$ cat src/rtl/rom_fetch_unit_pkg.sv
// Shared types, defaults and credit helper for the ROM instruction fetch unit.
package rom_fetch_unit_pkg;

  localparam int DEF_ADDR_WIDTH  = 8;
  localparam int DEF_DATA_WIDTH  = 8;
  localparam int DEF_FIFO_DEPTH  = 4;
  localparam int DEF_ROM_LATENCY = 1;

  typedef enum logic [1:0] {
    ST_IDLE  = 2'd0,
    ST_FETCH = 2'd1,
    ST_STALL = 2'd2
  } fetch_state_t;

  // A read may be issued only while buffered plus outstanding bytes leave room.
  function automatic logic credit_ok(input int unsigned used, input int unsigned depth);
    return used < depth;
  endfunction

endpackage

$ cat src/rtl/rom_fetch_unit_fifo.sv
// Show-ahead synchronous FIFO with synchronous clear and occupancy count.
// Push when full and pop when empty are ignored; clear dominates push and pop.
module rom_fetch_unit_fifo #(
  parameter int WIDTH = 16,
  parameter int DEPTH = 4
) (
  input  logic                     clk,
  input  logic                     reset,
  input  logic                     clr,
  input  logic                     push,
  input  logic [WIDTH-1:0]         din,
  input  logic                     pop,
  output logic [WIDTH-1:0]         dout,
  output logic [$clog2(DEPTH):0]   count
);

  localparam int PW = $clog2(DEPTH);
  localparam int CW = PW + 1;

  logic [WIDTH-1:0] mem [DEPTH];
  logic [PW-1:0]    wr_ptr;
  logic [PW-1:0]    rd_ptr;
  logic             do_push;
  logic             do_pop;

  assign do_pop  = pop  && (count != '0);
  assign do_push = push && (count != CW'(DEPTH));
  assign dout    = mem[rd_ptr];

  always_ff @(posedge clk) begin
    if (!reset || clr) begin
      wr_ptr <= '0;
      rd_ptr <= '0;
      count  <= '0;
    end else begin
      if (do_push) wr_ptr <= wr_ptr + 1'b1;
      if (do_pop)  rd_ptr <= rd_ptr + 1'b1;
      count <= count + CW'(do_push) - CW'(do_pop);
    end
  end

  always_ff @(posedge clk) begin
    if (reset && !clr && do_push) mem[wr_ptr] <= din;
  end

endmodule

$ cat src/rtl/rom_fetch_unit.sv
// ROM bus initiator: issues reads, tags them through the ROM latency, buffers bytes
// in a prefetch FIFO and presents them to the core over valid/ready with branch flush.
module rom_fetch_unit
  import rom_fetch_unit_pkg::*;
#(
  parameter int                    ADDR_WIDTH  = DEF_ADDR_WIDTH,
  parameter int                    DATA_WIDTH  = DEF_DATA_WIDTH,
  parameter int                    FIFO_DEPTH  = DEF_FIFO_DEPTH,
  parameter int                    ROM_LATENCY = DEF_ROM_LATENCY,
  parameter logic [ADDR_WIDTH-1:0] START_ADDR  = '0
) (
  input  logic                  clk,
  input  logic                  reset,
  input  logic                  enable,
  output logic [ADDR_WIDTH-1:0] rom_addr,
  input  logic [DATA_WIDTH-1:0] rom_data,
  input  logic                  branch_en,
  input  logic [ADDR_WIDTH-1:0] branch_addr,
  output logic [DATA_WIDTH-1:0] instr_data,
  output logic [ADDR_WIDTH-1:0] instr_addr,
  output logic                  instr_valid,
  input  logic                  instr_ready
);

  localparam int CW = $clog2(FIFO_DEPTH) + 1;

  typedef struct packed {
    logic                  valid;
    logic [ADDR_WIDTH-1:0] addr;
  } tag_t;

  fetch_state_t                   state_q;
  tag_t                           tag_q [ROM_LATENCY];
  logic [CW-1:0]                  fifo_count;
  logic [ADDR_WIDTH+DATA_WIDTH-1:0] fifo_dout;
  logic [DATA_WIDTH-1:0]          hold_data;
  logic [ADDR_WIDTH-1:0]          hold_addr;
  int unsigned                    inflight;
  int unsigned                    used;
  int unsigned                    used_next;
  logic                           issue;
  logic                           push;
  logic                           pop;

  always_comb begin
    inflight = 0;
    for (int i = 0; i < ROM_LATENCY; i++) inflight += 32'(tag_q[i].valid);
  end

  assign used        = 32'(fifo_count) + inflight;
  assign instr_valid = (fifo_count != '0);
  assign issue       = (state_q == ST_FETCH) && credit_ok(used, FIFO_DEPTH) && !branch_en;
  assign pop         = instr_valid && instr_ready && !branch_en;
  assign push        = tag_q[ROM_LATENCY-1].valid && !branch_en;
  // Occupancy seen by next cycle's issue decision; a pop this cycle frees a slot for it.
  assign used_next   = used + 32'(issue) - 32'(pop);

  always_ff @(posedge clk) begin
    if (!reset) begin
      state_q  <= ST_IDLE;
      rom_addr <= START_ADDR;
    end else if (branch_en) begin
      rom_addr <= branch_addr;
      state_q  <= enable ? ST_FETCH : ST_IDLE;
    end else begin
      if (issue) rom_addr <= rom_addr + 1'b1;
      if (!enable)
        state_q <= ST_IDLE;
      else if (credit_ok(used_next, FIFO_DEPTH))
        state_q <= ST_FETCH;
      else
        state_q <= ST_STALL;
    end
  end

  always_ff @(posedge clk) begin
    if (!reset || branch_en) begin
      for (int i = 0; i < ROM_LATENCY; i++) tag_q[i] <= '0;
    end else begin
      tag_q[0] <= '{valid: issue, addr: rom_addr};
      for (int i = 1; i < ROM_LATENCY; i++) tag_q[i] <= tag_q[i-1];
    end
  end

  rom_fetch_unit_fifo #(
    .WIDTH (ADDR_WIDTH + DATA_WIDTH),
    .DEPTH (FIFO_DEPTH)
  ) u_fifo (
    .clk   (clk),
    .reset (reset),
    .clr   (branch_en),
    .push  (push),
    .din   ({tag_q[ROM_LATENCY-1].addr, rom_data}),
    .pop   (pop),
    .dout  (fifo_dout),
    .count (fifo_count)
  );

  // Keep the last presented head visible while the FIFO is empty.
  always_ff @(posedge clk) begin
    if (!reset) begin
      hold_data <= '0;
      hold_addr <= '0;
    end else if (instr_valid) begin
      {hold_addr, hold_data} <= fifo_dout;
    end
  end

  assign {instr_addr, instr_data} = instr_valid ? fifo_dout : {hold_addr, hold_data};

endmodule

$ cat config.mk
export PLATFORM = sky130hd
export DESIGN_NAME = rom_fetch_unit
export DESIGN_NICKNAME = d
export VERILOG_FILES = /design/src/rtl/rom_fetch_unit_pkg.sv /design/src/rtl/rom_fetch_unit_fifo.sv /design/src/rtl/rom_fetch_unit.sv
export SDC_FILE = /design/constraint.sdc
export NUM_CORES = 1
export LEC_CHECK = 0
export ABC_AREA = 1
export ABC_CLOCK_PERIOD_IN_PS = 7900
export CAP_MARGIN = 0
export CORE_MARGIN = 4
export CORE_UTILIZATION = 35
export CTS_BUF_LIST = sky130_fd_sc_hd__clkbuf_16
export DETAILED_ROUTE_END_ITERATION = 16
export HOLD_SLACK_MARGIN = 0.06
export SLEW_MARGIN = 20
export SYNTH_ARGS = -nofsm -noshare
export SYNTH_HDL_FRONTEND = slang
export SYNTH_SLANG_ARGS = --single-unit
$ cat constraint.sdc
create_clock -name clk -period 7.9 [get_ports clk]
set_clock_uncertainty 0.15 [all_clocks]
set_input_delay 0.79 -clock clk [delete_from_list [all_inputs] [get_ports clk]]
set_output_delay 0.79 -clock clk [all_outputs]
set_load 0.1 [all_outputs]
==> out/results.ini <==
[timing]
rsz0062_at_grt = no
tightest_slew_ns = 1.06
fin_crit_sh_pct = 51.6
finalSetupViolations = 0
hold_viol_final = 0
setup_tns_ns = 0
slew_viol_final = 0
timing.hold.ws_ns = 0.319
maxSlewHeadroom_pct = 29.5
fmax_mhz = 245
layout_setup_ws_ns = 3.82
post-route-min-period_ns = 4.08

[floorplan]
core_um2 = 12600
row_count = 41
die_h_um = 122
die_w_um = 122
pin_count = 46
initial_core_util_pct = 35.7
dieArea_um2 = 14800

[detailed_routing]
vias_per_cell = 4.65
detail-route-antenna-nets = 0
wl_um = 9250
drc = 0
wire_per_inst_um = 13.8
num_vias = 3108
first_pass_iters = 4
drtIter0Drc = 222

[synthesis]
yosys_warnings = 0
synth-seq-cells = 108
synth.cell_area_um2 = 4510
ys_seq_area_share_pct = 62.2
synth.distinct_cells = 25
synth_nets = 489
avgSynthCellArea_um2 = 10.0
syn_inst = 451

[worst_setup_path]
crit_path_frequent_cell = nand2_1
path_cells = o21ai_0 -> o21ai_1 -> nand2_1 -> nand2_1 -> clkdlybuf4s50_1
max_stage_delay_ns = 1.12
ff2ff_path_depth = 18
cp_data_required_time_ns = 6.96
end_kind = output port
r2r-start = u_fifo.count[0]
crit_path_top_delay_cell = clkdlybuf4s50_1
crit_arrival_ns = 3.14
crit_type = register to output port
path_max_fanout = 32
start_kind = register

[placed_design]
gp_congestion = 0.799
dp_hpwl_um = 6350
dpl_cell_area_um2 = 5100
port-buffer-count = 45
pre_cts_ws_ns = 3.90

[finish]
syn_to_final_growth_pct = 20.7
fill_cells = 1223
final_util_pct = 43.1
final-seq-area_um2 = 2800
drive_above_1_share_pct = 8.25
diodes = 0
final_cell_area_um2 = 5440
multi_input_area_um2 = 1480
layout.nets = 530

[clocking]
clock_path_buffers = 2
hold_buffers = 0
clockRootBuffer = clkbuf_16
cts_resized = 0
clock_latency_ns = 0.34
htree_levels = 3
cts_buffers = 9
clock-sinks = 108
cts_tree = yes
cts_setup_buffers = 0
clk_pin_slew_ns = 0.07

[power]
leakage_nw = 2.06
worst_ir_drop_vdd_mv = 0.0995
pwr_density_cell_nw_per_um2 = 217

[flow_run]
maxCapViolations = 0

[global_route]
grt_start_max_net_pins = 34
grt_pass1_vias = 3133
grt_pass1_wl_um = 15400
grt_usage_pct = 13.4
overflow = 0
antenna_found_initial = 0

[hold_path]
hp-start = tag_q[0][5]
hp-class = register to register
whs_path_depth = 0

[run_status]
status = finished, final reports clean

[through the flow]
step	std cells	power (mW)
detailed placement	653	0.694
global route	669	1.22
global placement	653	0.693
CTS	669	1.19
finish	669	1.18
floorplan	451	0.666
[path summary, 6_finish.rpt]
path	slack, ns	to
worst max-delay path	3.82	instr_addr[2]
worst min-delay path	0.32	u_fifo.mem[2][13]
worst max register to register	4.93	state_q[0]
worst min register to register	0.32	u_fifo.mem[2][13]
[report_power, final]
group	switching (mW)	internal [mW]
logic	0.0536	0.0226
registers	0.00550	0.599
clock network	0.192	0.309
[Yosys cell counts]
master / number / area (µm²)
nor2_2: 2 / 12.5
a21oi_1: 12 / 60.1
nand3b_4: 1 / 20.0
edfxtp_1: 64 / 1920
dfxtp_1: 44 / 881
inv_2: 4 / 15.0
buf_6: 2 / 22.5
nand3_1: 11 / 55.1
buf_4: 1 / 7.51
a31oi_1: 2 / 12.5
o21ai_1: 36 / 180
inv_1: 35 / 131
a21oi_2: 13 / 114
clkbuf_1: 2 / 7.51
ha_1: 16 / 200
fa_1: 1 / 20.0
o21ai_0: 21 / 105
nor2_4: 1 / 11.3
xnor2_1: 1 / 8.76
buf_2: 11 / 55.1
nand4_1: 2 / 12.5
nand2_1: 88 / 330
nor3_1: 1 / 5.00
nor2_1: 76 / 285
xor2_1: 4 / 35.0
[layer usage]
layer | GRT usage, % | vias up | share of wire [%]
met5 | 0 | - | 0
met4 | 3.57 | 0 | 1.5
met1 | 17.1 | 1458 | 45
met2 | 22.4 | 67 | 49
li1 | - | 1569 | -
met3 | 3.59 | 14 | 4.4
[critical path, delay by kind of cell, from the launching register on]
kind	cells	cell delay [ns]
AOI/OAI and AO/OA	2	0.47
and+or+nand+nor	2	0.19
DFF	1	1.02
buffers and inverters	1	1.12
[area by class of cell]
type / count / share of cell area, %
clock inverter: 7 / 2.12
tap: 172 / 3.95
clock buffer: 9 / 4.14
timing repair buffer: 46 / 8.42
inverter: 39 / 2.69
multi-input combinational: 288 / 27.2
sequential: 108 / 51.5
[layout by cell type, fill, tap and decap left out, types with 9 or more instances in the layout]
| cell | count |
|---|---|
| a21oi_1 | 12 |
| a21oi_2 | 13 |
| clkbuf_16 | 9 |
| clkdlybuf4s50_1 | 45 |
| dfxtp_1 | 43 |
| edfxtp_1 | 64 |
| ha_1 | 16 |
| inv_1 | 36 |
| nand2_1 | 88 |
| nand3_1 | 11 |
| nor2_1 | 72 |
| o21ai_0 | 21 |
| o21ai_1 | 36 |
[cells by family after synthesis]
group / Yosys count / synth area share, %
xor gates and xnor gates: 5 / 0.971
buffers and inverters: 55 / 5.30
AOI/OAI and AO/OA: 84 / 10.5
and+or+nand+nor: 182 / 16.2
DFF: 108 / 62.2
adders and majority gates: 17 / 4.88
[sequential cells by signal, indices dropped and copies added, names as in the netlist, named ones only]
| register | count |
|---|---|
| u_fifo.rd_ptr | 2 |
| state_q | 2 |
| rom_addr | 8 |
| u_fifo.wr_ptr | 2 |
| hold_addr | 8 |
| hold_data | 8 |
| u_fifo.count | 3 |
| tag_q | 9 |
| u_fifo.mem | 64 |
No activity file was read; power rests on OpenSTA's default activity.
